<file path="config.mk">
export PLATFORM = sky130hd
export DESIGN_NAME = count_spi_tx_flat
export DESIGN_NICKNAME = d
export VERILOG_FILES = /design/src/rtl/spi_tx_pkg.sv /design/src/rtl/count_spi_tx_if.sv /design/src/rtl/spi_half_timer.sv /design/src/rtl/count_spi_tx.sv /design/src/flat_wrapper.sv
export SDC_FILE = /design/constraint.sdc
export NUM_CORES = 1
export LEC_CHECK = 0
export ABC_AREA = 1
export BUFFER_PORTS_ARGS = -buffer_cell sky130_fd_sc_hd__buf_2
export CAP_MARGIN = 20
export CORE_ASPECT_RATIO = 0.6
export CORE_UTILIZATION = 55
export CTS_CLUSTER_SIZE = 12
export DETAILED_ROUTE_END_ITERATION = 8
export PLACE_DENSITY_LB_ADDON = 0.12
export SLEW_MARGIN = 20
export SYNTH_ARGS = -nofsm -noshare
export SYNTH_HDL_FRONTEND = slang
export SYNTH_SLANG_ARGS = --single-unit
export TNS_END_PERCENT = 20
</file>
<file path="constraint.sdc">
create_clock -name clk -period 1.7 [get_ports clk]
set_input_delay 0.17 -clock clk [delete_from_list [all_inputs] [get_ports clk]]
set_output_delay 0.17 -clock clk [all_outputs]
set_load 0.01 [all_outputs]
</file>
<file path="src/rtl/spi_tx_pkg.sv">
`default_nettype none
// ============================================================================
//  Module      : spi_tx_pkg
//  Description : Shared types and constants for the counter SPI transmitter.
//  Revision    : 1.0  initial release
// ============================================================================
package spi_tx_pkg;

    // Frame length matches the width of the upstream 0-9999 counter output
    localparam int FRAME_BITS = 16;

    typedef enum logic [2:0] {
        IDLE  = 3'd0,
        SETUP = 3'd1,
        SHIFT = 3'd2,
        HOLD  = 3'd3,
        GAP   = 3'd4
    } spi_tx_state_e;

endpackage
`default_nettype wire

</file>
<file path="src/rtl/count_spi_tx_if.sv">
`default_nettype none
// ============================================================================
//  Module      : count_spi_tx_if
//  Description : Request/status handshake plus SPI pins of the transmitter.
//  Revision    : 1.0  initial release
// ============================================================================
interface count_spi_tx_if
    import spi_tx_pkg::*;
#(
    parameter int DATA_W = FRAME_BITS
) ();

    logic [DATA_W-1:0] count_in;
    logic              tx_start;
    logic              busy;
    logic              done;
    logic              sclk;
    logic              mosi;
    logic              cs_n;

    // Requesting side: supplies the value and the start strobe
    modport master (
        output count_in,
        output tx_start,
        input  busy,
        input  done,
        input  sclk,
        input  mosi,
        input  cs_n
    );

    // Transmitter side
    modport slave (
        input  count_in,
        input  tx_start,
        output busy,
        output done,
        output sclk,
        output mosi,
        output cs_n
    );

endinterface
`default_nettype wire

</file>
<file path="src/rtl/spi_half_timer.sv">
`default_nettype none
// ============================================================================
//  Module      : spi_half_timer
//  Description : CLK_DIV-cycle down-counter with load/enable; pulses o_expire
//                on the last cycle of every CLK_DIV-cycle phase.
//  Revision    : 1.0  initial release
// ============================================================================
module spi_half_timer #(
    parameter int CLK_DIV = 4
) (
    input  wire logic clk,
    input  wire logic reset,
    input  wire logic i_load,
    input  wire logic i_en,
    output logic      o_expire
);

    localparam int               CNT_W    = (CLK_DIV > 1) ? $clog2(CLK_DIV) : 1;
    localparam logic [CNT_W-1:0] c_RELOAD = CNT_W'(CLK_DIV - 1);

    logic [CNT_W-1:0] r_cnt;

    // Down-count while enabled; reload on expiry so phases run back to back
    always_ff @(posedge clk) begin
        if (reset) begin
            r_cnt <= '0;
        end else if (i_load) begin
            r_cnt <= c_RELOAD;
        end else if (i_en) begin
            if (r_cnt == '0) begin
                r_cnt <= c_RELOAD;
            end else begin
                r_cnt <= r_cnt - 1'b1;
            end
        end
    end

    assign o_expire = i_en && !i_load && (r_cnt == '0);

endmodule
`default_nettype wire

</file>
<file path="src/rtl/count_spi_tx.sv">
`default_nettype none
// ============================================================================
//  Module      : count_spi_tx
//  Description : SPI mode-0 transmit-only master that sends one DATA_W-bit
//                counter value per frame, MSB first, with a guaranteed
//                chip-select-high gap between frames.
//  Revision    : 1.0  initial release
// ============================================================================
module count_spi_tx
    import spi_tx_pkg::*;
#(
    parameter int CLK_DIV = 4,
    parameter int DATA_W  = FRAME_BITS
) (
    input  wire logic     clk,
    input  wire logic     reset,
    count_spi_tx_if.slave bus
);

    localparam int               BIT_W      = (DATA_W > 1) ? $clog2(DATA_W) : 1;
    localparam logic [BIT_W-1:0] c_BIT_LAST = BIT_W'(DATA_W - 1);

    spi_tx_state_e     r_state;
    spi_tx_state_e     w_state_nxt;

    logic              w_accept;
    logic              w_timer_en;
    logic              w_expire;

    logic [DATA_W-1:0] r_shift;
    logic [DATA_W-1:0] w_shift_nxt;
    logic [BIT_W-1:0]  r_bit_cnt;
    logic [BIT_W-1:0]  w_bit_cnt_nxt;
    logic              r_last;
    logic              w_last_nxt;
    logic              r_sclk;
    logic              w_sclk_nxt;
    logic              r_mosi;
    logic              w_mosi_nxt;
    logic              r_cs_n;
    logic              w_cs_n_nxt;
    logic              r_done;
    logic              w_done_nxt;
    logic              r_busy;

    assign w_accept   = (r_state == IDLE) && bus.tx_start;
    assign w_timer_en = (r_state != IDLE);

    // One timer paces SETUP, every SCLK half-period, HOLD and GAP
    spi_half_timer #(
        .CLK_DIV (CLK_DIV)
    ) u_half_timer (
        .clk      (clk),
        .reset    (reset),
        .i_load   (w_accept),
        .i_en     (w_timer_en),
        .o_expire (w_expire)
    );

    // State register
    always_ff @(posedge clk) begin
        if (reset) begin
            r_state <= IDLE;
        end else begin
            r_state <= w_state_nxt;
        end
    end

    // Next-state logic; SHIFT ends after the low phase following the last falling edge
    always_comb begin
        w_state_nxt = r_state;
        unique case (r_state)
            IDLE:    if (bus.tx_start)                   w_state_nxt = SETUP;
            SETUP:   if (w_expire)                       w_state_nxt = SHIFT;
            SHIFT:   if (w_expire && !r_sclk && r_last)  w_state_nxt = HOLD;
            HOLD:    if (w_expire)                       w_state_nxt = GAP;
            GAP:     if (w_expire)                       w_state_nxt = IDLE;
            default:                                     w_state_nxt = IDLE;
        endcase
    end

    // Next values of the registered outputs and datapath
    always_comb begin
        w_shift_nxt   = r_shift;
        w_bit_cnt_nxt = r_bit_cnt;
        w_last_nxt    = r_last;
        w_sclk_nxt    = r_sclk;
        w_mosi_nxt    = r_mosi;
        w_cs_n_nxt    = r_cs_n;
        w_done_nxt    = 1'b0;
        unique case (r_state)
            IDLE: begin
                if (bus.tx_start) begin
                    w_shift_nxt   = bus.count_in;
                    w_mosi_nxt    = bus.count_in[DATA_W-1];
                    w_cs_n_nxt    = 1'b0;
                    w_bit_cnt_nxt = '0;
                    w_last_nxt    = 1'b0;
                end
            end
            SETUP: begin
                if (w_expire) begin
                    w_sclk_nxt = 1'b1;
                end
            end
            SHIFT: begin
                if (w_expire) begin
                    if (r_sclk) begin
                        // Falling edge: present the next bit and count it
                        w_sclk_nxt  = 1'b0;
                        w_shift_nxt = {r_shift[DATA_W-2:0], 1'b0};
                        w_mosi_nxt  = r_shift[DATA_W-2];
                        if (r_bit_cnt == c_BIT_LAST) begin
                            w_bit_cnt_nxt = '0;
                            w_last_nxt    = 1'b1;
                        end else begin
                            w_bit_cnt_nxt = r_bit_cnt + 1'b1;
                        end
                    end else if (!r_last) begin
                        w_sclk_nxt = 1'b1;
                    end
                end
            end
            HOLD: begin
                if (w_expire) begin
                    w_cs_n_nxt = 1'b1;
                    w_mosi_nxt = 1'b0;
                    w_done_nxt = 1'b1;
                    w_last_nxt = 1'b0;
                end
            end
            GAP: begin
                w_done_nxt = 1'b0;
            end
            default: begin
                w_done_nxt = 1'b0;
            end
        endcase
    end

    // Output and datapath registers; reset aborts any frame without a done pulse
    always_ff @(posedge clk) begin
        if (reset) begin
            r_shift   <= '0;
            r_bit_cnt <= '0;
            r_last    <= 1'b0;
            r_sclk    <= 1'b0;
            r_mosi    <= 1'b0;
            r_cs_n    <= 1'b1;
            r_done    <= 1'b0;
            r_busy    <= 1'b0;
        end else begin
            r_shift   <= w_shift_nxt;
            r_bit_cnt <= w_bit_cnt_nxt;
            r_last    <= w_last_nxt;
            r_sclk    <= w_sclk_nxt;
            r_mosi    <= w_mosi_nxt;
            r_cs_n    <= w_cs_n_nxt;
            r_done    <= w_done_nxt;
            r_busy    <= (w_state_nxt != IDLE);
        end
    end

    assign bus.sclk = r_sclk;
    assign bus.mosi = r_mosi;
    assign bus.cs_n = r_cs_n;
    assign bus.done = r_done;
    assign bus.busy = r_busy;

endmodule
`default_nettype wire

</file>
<file path="src/flat_wrapper.sv">
// flat-port wrapper written by rule: the top's interface ports become plain ports
module count_spi_tx_flat import spi_tx_pkg::*;
#(
    parameter int CLK_DIV = 4,
    parameter int DATA_W  = FRAME_BITS
)
  (clk, reset, bus_count_in, bus_tx_start, bus_busy, bus_done, bus_sclk, bus_mosi, bus_cs_n);
  count_spi_tx_if #(.DATA_W(DATA_W)) bus_i ();
  input  wire logic clk;
  input  wire logic reset;
  input wire logic [$bits(bus_i.count_in)-1:0] bus_count_in;
  input wire logic [$bits(bus_i.tx_start)-1:0] bus_tx_start;
  output wire logic [$bits(bus_i.busy)-1:0] bus_busy;
  output wire logic [$bits(bus_i.done)-1:0] bus_done;
  output wire logic [$bits(bus_i.sclk)-1:0] bus_sclk;
  output wire logic [$bits(bus_i.mosi)-1:0] bus_mosi;
  output wire logic [$bits(bus_i.cs_n)-1:0] bus_cs_n;
  assign bus_i.count_in = bus_count_in;
  assign bus_i.tx_start = bus_tx_start;
  assign bus_busy = bus_i.busy;
  assign bus_done = bus_i.done;
  assign bus_sclk = bus_i.sclk;
  assign bus_mosi = bus_i.mosi;
  assign bus_cs_n = bus_i.cs_n;
  count_spi_tx #(.CLK_DIV(CLK_DIV), .DATA_W(DATA_W)) u_core (.clk(clk), .reset(reset), .bus(bus_i));
endmodule
</file>
==> results.cfg <==
[critical_path]
cp_max_stage_cell = dfxtp_1
reg2reg_depth = 9
critPathRequiredTime_ns = 1.92
critPathMaxStageDelay_ns = 0.32
critPathTopFamily = simple AND/OR/NAND/NOR gates
timing.rr.start = u_core.u_half_timer.r_cnt[0]
reg2reg_setup_slack_ns = 0.18
path_max_fanout = 17
path_class = flip-flop to flip-flop
crit_chain = inv_1 > ha_1 > inv_1 > nand3_2 > nand2_4 > inv_2 > nand2_4 > nand2_1 > a21oi_2
worst_setup_path_start_kind = flip-flop
sort_of_element_at_the_end_of_the_critical_path = flip-flop
worst_r2r_endpoint = u_core.r_bit_cnt[3]
cp_data_arrival_time_ns = 1.74
number_of_buffers_and_inverters_on_the_critical_path = 3

[floorplanning]
die-width_um = 70.93
core.rowCount = 14
fp.coreArea_um2 = 2610
boundaryPins = 24
fp.dieArea_um2 = 3075
die_h_um = 43.36
start_util = 0.6007

[hold_path]
hold_end = u_core.r_bit_cnt[3]
holdCritPathClass = input port to flip-flop
hold-path-cell-count = 2
min_from = reset

[job]
max_cap_violations = 0

[timing]
slew-limit-headroom = 0.7564
setup_viol = 0
grt_setup_unrepaired = false
final_period_minus_worst_setup_slack_ns = 1.523
max_clock_freq_mhz = 656.6
timing.clock.skew_ns = 0.003333
setup_tns_ns = 0
timing.final.max_slew_violations = 0
fin_crit_sh = 0.8959
timing_worst_slew_pin_value_ns = 0.3650
final-hold-violation-count = 0
postLayoutSetupSlackWorst_ns = 0.1769

[global_route]
grt_max_degree = 23
global_route.usage.total = 0.2415
grt_pass1_vias = 1203
grt_remaining_overflow = 0
first_pass_grt_wire_length_um = 5568
antenna_found_initial = 0

[clocking]
tritoncts = done
clkTransAtPathRegs_ns = 0.06
tritoncts.num_buffers = 5
cts-root-to-sink-buffers = 2
ctsHtreeMaxLevel = 2
cts-root-buf = clkbuf_8
postCtsHoldBufs = 0
insertion_delay_ns = 0.28
cts_sinks = 30

[synth]
yosysTopAreaCell = dfxtp_1
async_flop_share = 0
register_area_share_after_synthesis = 0.3831
synth_edf_count = 0
syn_inst = 238
synth_most_common_cell = nand2_1
leading_cell_types_by_count_after_synthesis = nand2_1, nor2_1, dfxtp_1, o21ai_0, inv_1
number_of_library_cell_types_mapped_by_synthesis = 26
post_synthesis_register_bit_count = 30
postSynthAreaPerCell_um2 = 6.587
synth.net_count = 259
synthTopCellsByArea = dfxtp_1, nand2_1, nor2_1
synth_largest_type_area_fraction = 0.3831
synth_top_flop_cell = dfxtp_1
synth.cell_area_um2 = 1568
yosysWarnings = 0

[place]
dpl.hpwl_um = 2454
dp_worst_setup_slack_ns = 0.1436
placed_area_um2 = 1699
total_placed_cells_including_tap_cells = 290
place.port_buffers = 23
finalWeightedCongestion = 0.8978

[drt]
routedWlPerCell_um = 11.47
vias_per_cell = 5.047
ant_nets = 0
vias = 1509
post-route-drc-count = 0
first_pass_iters = 6
routed_wirelength_um = 3429
drt_iter0_markers = 102

[finish]
sequential_cell_area_um2 = 600.6
fill_cells = 238
area.growth.synth_to_final_pct = 14.92
multi_input_comb_area_um2 = 834.6
post-route-cell-area_um2 = 1802
final-instance-count-excl-fill = 299
layout.nets = 287
final_layout_size_suffix_gt1_frac = 0.1910
num_antenna_cells = 0

[power_and_ir_drop]
p_leak_nw = 0.9347
vdd.ir_drop.worst_v = 0.0007489
powerDensity_nw_per_um2 = 1409
power.total_w = 0.002538

[run_status]
status = finished clean
[cells by family after synthesis]
group	count (synthesis)	share of synthesized area
xor gates and xnor gates	1	0.005588
adders and majority gates	2	0.01596
and+or+nand+nor	146	0.4006
AOI/OAI and AO/OA	29	0.1030
DFF	30	0.3831
buffers and inverters	30	0.09176
[stage by stage]
step                      hold WS [ns]    util
after floorplan                 0.2324       -
after global placement          0.4311  0.6510
after detailed placement        0.4303  0.6510
after CTS                       0.1323  0.6860
after global routing            0.1451  0.6903
final                           0.1394  0.6903
[metal layers]
metal	track usage	up-vias	wire length, um
met5	0	-	0
met4	0.09600	0	50
met3	0.07209	7	202
met2	0.3135	39	1327
met1	0.3690	661	1848
li1	-	802	-
[area by class of cell]
class,instances,area share
Multi-Input combinational cell,179,0.4632
Inverter,22,0.04583
Clock buffer,7,0.04792
Timing Repair Buffer,28,0.08472
Clock inverter,1,0.002778
Tap cell,32,0.02222
Sequential cell,30,0.3333
[how the worst max path moves through the flow]
stage / slack (ns) / cells past startpoint / endpoint / start
after global routing: 0.02 / 7 / u_core.r_shift[0] / u_core.r_state[0]
after detailed placement: 0.14 / 8 / u_core.r_bit_cnt[3] / u_core.u_half_timer.r_cnt[0]
after CTS: 0.12 / 8 / u_core.r_bit_cnt[3] / u_core.u_half_timer.r_cnt[0]
after global placement: 0.18 / 8 / u_core.r_bit_cnt[3] / u_core.u_half_timer.r_cnt[0]
after floorplan: 0.30 / 9 / u_core.r_shift[10] / u_core.u_half_timer.r_cnt[0]
final: 0.18 / 9 / u_core.r_bit_cnt[3] / u_core.u_half_timer.r_cnt[0]
[state kept, by name, summed over array words and instances (netlist names)]
signal,flops
u_core.bus.mosi,1
u_core.bus.busy,1
u_core.bus.sclk,1
u_core.r_state,3
u_core.u_half_timer.r_cnt,2
u_core.bus.cs_n,1
u_core.r_shift,15
u_core.bus.done,1
u_core.r_last,1
u_core.r_bit_cnt,4
[repair_timing]
action	in CTS	in global routing
endpoints found under the setup margin	0	8
resized for setup	0	1
setup buffers	0	0
[report_power, final]
part,internal [W],switching [W]
Combinational,0.000315,0.000616
Clock,0.000326,0.000266
Sequential,0.000898,0.000116
Total,0.00154,0.000999
[cells in the final DEF (no fill, tap or decap), drive strengths merged]
| cell type | count |
|---|---|
| nor2 | 46 |
| nand4 | 3 |
| o21ai | 20 |
| buf | 28 |
| o211ai | 2 |
| a21oi | 6 |
| nand3 | 9 |
| nand3b | 1 |
| nand2 | 87 |
| inv | 22 |
| nor4 | 1 |
| a211oi | 1 |
| clkbuf | 7 |
| clkinv | 1 |
| xnor2 | 1 |
| dfxtp | 30 |
| ha | 2 |
No activity file was read; power rests on OpenSTA's default activity.
